File: config.mk
export PLATFORM = sky130hd
export DESIGN_NAME = matrixmul_job_scheduler
export DESIGN_NICKNAME = d
export VERILOG_FILES = /design/src/rtl/matrixmul_job_scheduler.sv
export SDC_FILE = /design/constraint.sdc
export NUM_CORES = 1
export LEC_CHECK = 0
export CAP_MARGIN = 10
export CORE_MARGIN = 3
export CORE_UTILIZATION = 51
export CTS_CLUSTER_DIAMETER = 80
export DETAILED_ROUTE_END_ITERATION = 10
export GPL_ROUTABILITY_DRIVEN = 0
export PLACE_DENSITY = 0.75
export SETUP_SLACK_MARGIN = 0.1
export SKIP_LAST_GASP = 1
export SYNTH_ARGS = -nofsm -noshare
export SYNTH_HDL_FRONTEND = slang
export SYNTH_SLANG_ARGS = --single-unit
File: constraint.sdc
create_clock -name ap_clk -period 2.37 [get_ports ap_clk]
set_input_delay 0.474 -clock ap_clk [delete_from_list [all_inputs] [get_ports ap_clk]]
set_output_delay 0.474 -clock ap_clk [all_outputs]
set_load 0.01 [all_outputs]
File: src/rtl/matrixmul_job_scheduler.sv
// Round-robin sharing of one ap_ctrl_hs matrixmul core between NUM_REQ requesters.
// Issues ap_start, tracks ap_ready/ap_done, and returns owner id plus saturating job latency.
module matrixmul_job_scheduler #(
  parameter int unsigned NUM_REQ = 2,
  parameter int unsigned ID_W    = 1,
  parameter int unsigned CNT_W   = 16
) (
  input  logic               ap_clk,
  input  logic               ap_rst_n,
  input  logic [NUM_REQ-1:0] req_valid,
  output logic [NUM_REQ-1:0] req_ready,
  output logic               acc_ap_start,
  input  logic               acc_ap_ready,
  input  logic               acc_ap_done,
  output logic               rsp_valid,
  input  logic               rsp_ready,
  output logic [ID_W-1:0]    rsp_id,
  output logic [CNT_W-1:0]   rsp_cycles,
  output logic               busy
);

  typedef enum logic [1:0] {
    S_IDLE,
    S_START,
    S_RUN,
    S_RESP
  } state_t;

  localparam logic [ID_W-1:0] LAST_INIT = ID_W'(NUM_REQ - 1);

  state_t            state, state_nx;
  logic [ID_W-1:0]   last_grant;
  logic [ID_W-1:0]   pick;
  logic              pick_ok;
  logic [CNT_W-1:0]  cnt;
  logic [CNT_W-1:0]  cnt_inc;

  // Search from last_grant+1 so the most recently served requester has lowest priority.
  always_comb begin
    pick    = '0;
    pick_ok = 1'b0;
    for (int unsigned k = 1; k <= NUM_REQ; k++) begin
      if (!pick_ok && req_valid[ID_W'((32'(last_grant) + k) % NUM_REQ)]) begin
        pick    = ID_W'((32'(last_grant) + k) % NUM_REQ);
        pick_ok = 1'b1;
      end
    end
  end

  assign req_ready = (state == S_IDLE && pick_ok) ? (NUM_REQ'(1) << pick) : '0;
  assign cnt_inc   = (cnt == '1) ? cnt : cnt + CNT_W'(1);

  always_ff @(posedge ap_clk or negedge ap_rst_n) begin
    if (!ap_rst_n) state <= S_IDLE;
    else           state <= state_nx;
  end

  always_comb begin
    state_nx = state;
    unique case (state)
      S_IDLE:  if (pick_ok) state_nx = S_START;
      // A done without ready still means the core has consumed its inputs.
      S_START: if (acc_ap_done) state_nx = S_RESP;
               else if (acc_ap_ready) state_nx = S_RUN;
      S_RUN:   if (acc_ap_done) state_nx = S_RESP;
      S_RESP:  if (rsp_ready) state_nx = S_IDLE;
      default: state_nx = S_IDLE;
    endcase
  end

  // Outputs are registered from the next state so they line up with the state register.
  always_ff @(posedge ap_clk or negedge ap_rst_n) begin
    if (!ap_rst_n) begin
      last_grant   <= LAST_INIT;
      cnt          <= '0;
      rsp_id       <= '0;
      rsp_cycles   <= '0;
      acc_ap_start <= 1'b0;
      rsp_valid    <= 1'b0;
      busy         <= 1'b0;
    end else begin
      acc_ap_start <= (state_nx == S_START);
      rsp_valid    <= (state_nx == S_RESP);
      busy         <= (state_nx != S_IDLE);
      unique case (state)
        S_IDLE: begin
          if (pick_ok) begin
            last_grant <= pick;
            cnt        <= '0;
          end
        end
        S_START, S_RUN: begin
          cnt <= cnt_inc;
          // last_grant doubles as the job owner until the next grant.
          if (state_nx == S_RESP) begin
            rsp_id     <= last_grant;
            rsp_cycles <= cnt_inc;
          end
        end
        default: ;
      endcase
    end
  end

endmodule

==> metrics.csv <==
stage;metric;value;unit
sta;Setup Viol. Count Final;0;
critical_path;crit path kind;flop to flop;
routing;average wire per standard cell;15.1;um
synthesis;sequential share of the synthesized area;0.462;
outcome;status;finished, final reports clean;
finish;Core Util, Final;0.681;
finish;Final Non-Filler Cells;305;
grt;vias in the first global route;1701;
synthesis;Async S/R FF share, synth;1.00;
finish;Ant. Diodes;0;
clock_network;CTS H-tree lvls;2;
routing;initial detailed-routing violation count;87;
synthesis;Synth Flop Type;dfrtp_1;
place;HPWL after DPL;3.39;mm
synthesis;syn_area_per_cell;9.85;sq um
power_and_ir_drop;Pwr Total;2.89;mW
sta;WHS;0.301;ns
power_and_ir_drop;peak supply drop;0.000723;V
routing;Via density;5.68;
floorplan;Chip Width;70.4;um
place;placement-stage cell area;2500;sq um
finish;final net count;269;
clock_network;CTS max path bufs;2;
synthesis;most frequent cells after synthesis;dfrtp_1 (38), a21oi_1 (26), nor2_1 (18);
clock_network;CTS buffer count;5;
synthesis;ranking of synthesized cells by area;dfrtp_1 (45%), a21oi_1 (6.1%), mux2_2 (5.9%);
floorplan;height of the die;70.4;um
grt;Total GRT Usage;0.197;
synthesis;register bit total from synthesis;39;
clock_network;CTS tree;yes;
place;port bufs;28;
routing;DR vias;1731;
routing;DRT Pass-1 Iters;4;
floorplan;initial core utilization;0.553;
grt;largest net degree at the start of global routing;40;
critical_path;required time worst endpoint;2.54;ns
floorplan;die area;4960;sq um
critical_path;startpoint types;flop;
synthesis;Netlist cell types;44;
routing;remaining antenna violation count;0;
synthesis;post-synthesis cell count;215;
clock_network;CTS clk-pin slew, worst paths;0.07;ns
sta;relative slew slack;0.420;
sta;Final period util;0.905;
sta;clk_skew;0.00689;ns
synthesis;post-synthesis instance area;2120;sq um
sta;Hold Violations, Final;0;
routing;final wirelength;4.59;mm
synthesis;Mapped Nets;228;
sta;fin. max-slew vios;0;
grt;initial antenna violation count;0;
clock_network;clk_lat worst skew;0.28;ns
synthesis;leading area contributor after synthesis;dfrtp_1;
synthesis;top-count cell post-synth;dfrtp_1;
clock_network;CTS sink cnt;39;
sta;Max Freq;466;MHz
power_and_ir_drop;Lkg Pwr;1.13;nW
critical_path;worst path arrival time;2.32;ns
sta;RSZ-0062 raised after global routing;no;
floorplan;Core ar.;3830;sq um
finish;fillers;313;
clock_network;Root Buffer;clkbuf_8;
synthesis;top cell type's share of synthesized area;0.449;
min_path;hold crit path type;primary input to asynchronous set/reset pin;
floorplan;cell row count;22;
sta;min Tclk post-route;2.15;ns
place;placed cell count;296;
finish;synth-to-layout area growth;23.2;%
finish;design area;2610;sq um
critical_path;CP Capture Type;flop;
grt;first-pass GRT wire length;7.78;mm
flow_run;max_cap viols;0;
floorplan;I/O pin total;29;
power_and_ir_drop;pwr dens;1110;nW/um^2
synthesis;Synth warnings;0;
finish;layout cells sized above 1;0.183;
synthesis;number of synthesized flops with an enable pin;0;
routing;drc violations;0;
grt;total gr overflow;0;
critical_path;CP Max Fanout;6;
sta;worst-margin pin slew;0.870;ns
-- state kept, by name, summed over array words and instances, names as in the netlist --
signal and count:
acc_ap_start 1, busy 1, cnt 16, last_grant 1, rsp_cycles 16, rsp_id 1, rsp_valid 1, state 2
-- worst max-delay path, cell delays in order, from the launching register on --
cell and delay, ns:
dfrtp_2 0.44, inv_2 0.10, ha_1 0.22, o21ai_1 0.09
mux2_2 0.29, a2111oi_4 0.35, buf_4 0.22, mux2_2 0.33
-- per-layer routing --
metal	up-vias	global-route usage	share of wire
li1	872	-	-
met1	810	0.277	0.49
met2	41	0.291	0.45
met3	8	0.0417	0.039
met4	0	0.0872	0.017
met5	-	0	0
-- area by class of cell --
| type | count | area (sq um) | area share |
|---|---|---|---|
| Multi-Input combinational cell | 158 | 1070 | 0.410 |
| Clock inverter | 1 | 5.00 | 0.00192 |
| Sequential cell | 39 | 978 | 0.375 |
| Tap cell | 48 | 60.1 | 0.0230 |
| Clock buffer | 7 | 76.3 | 0.0293 |
| Timing Repair Buffer | 42 | 382 | 0.146 |
| Inverter | 10 | 37.5 | 0.0144 |
-- cells in the final DEF (no fill, tap or decap), types with 2 or more instances in the layout --
master	instances
clkbuf_8	5
nor2b_1	2
xor2_1	3
dlygate4sd2_1	2
ha_2	2
clkbuf_1	2
inv_1	8
nand2_1	15
nand3_1	7
nand4_1	5
o21a_1	2
and2_1	2
clkdlybuf4s50_1	25
or3_1	5
ha_1	4
dfrtp_1	37
and4_1	4
buf_4	13
mux2_1	2
inv_2	2
or2_2	3
xnor2_1	4
o31ai_1	4
nor3_1	4
a31oi_1	6
a21oi_1	26
mux2_2	11
a41oi_1	2
nor2_1	18
o21ai_0	10
a22o_1	3
-- cells by family after synthesis --
| logic type | synth area share |
|---|---|
| AOI/OAI and AO/OA | 0.187 |
| xor gates and xnor gates | 0.0290 |
| adders and majority gates | 0.0355 |
| buffers and inverters | 0.0396 |
| DFF | 0.462 |
| muxes | 0.0691 |
| and+or+nand+nor | 0.178 |
-- through the flow --
step	setup slack [ns]	setup TNS, ns
2_1_floorplan	0.191	0
3_3_place_gp	0.0222	0
3_5_place_dp	-0.00935	-0.0236
4_1_cts	0.183	0
5_1_grt	0.115	0
6_report	0.225	0
-- report_power, final --
part / leakage (nW) / switching, mW / internal [mW] / total, mW
combinational: 0.584 / 0.814 / 0.697 / 1.51
clock: 0.0422 / 0.217 / 0.206 / 0.424
sequential: 0.509 / 0.122 / 0.838 / 0.960
total: 1.13 / 1.15 / 1.74 / 2.89
-- worst paths after layout --
path | start | to | slack, ns | cells after the start
min in group ap_clk | rsp_cycles[8] | rsp_cycles[8] | 0.49 | 1
min reg2reg | rsp_cycles[8] | rsp_cycles[8] | 0.49 | 1
max in group asynchronous | ap_rst_n | state[0] | 1.46 | 1
max reg2reg | state[0] | rsp_id | 0.22 | 7
min | ap_rst_n | cnt[3] | 0.30 | 1
max | state[0] | rsp_id | 0.22 | 7
-- timing repair --
action,4_1_cts,5_1_grt
hold buffers,0,0
buffers inserted,0,1
endpoints found under the setup margin,2,13
endpoints found under the hold margin,0,0
resized for setup,4,5
pin swaps,0,0
Note: power is estimated with default switching activity, not from simulation.
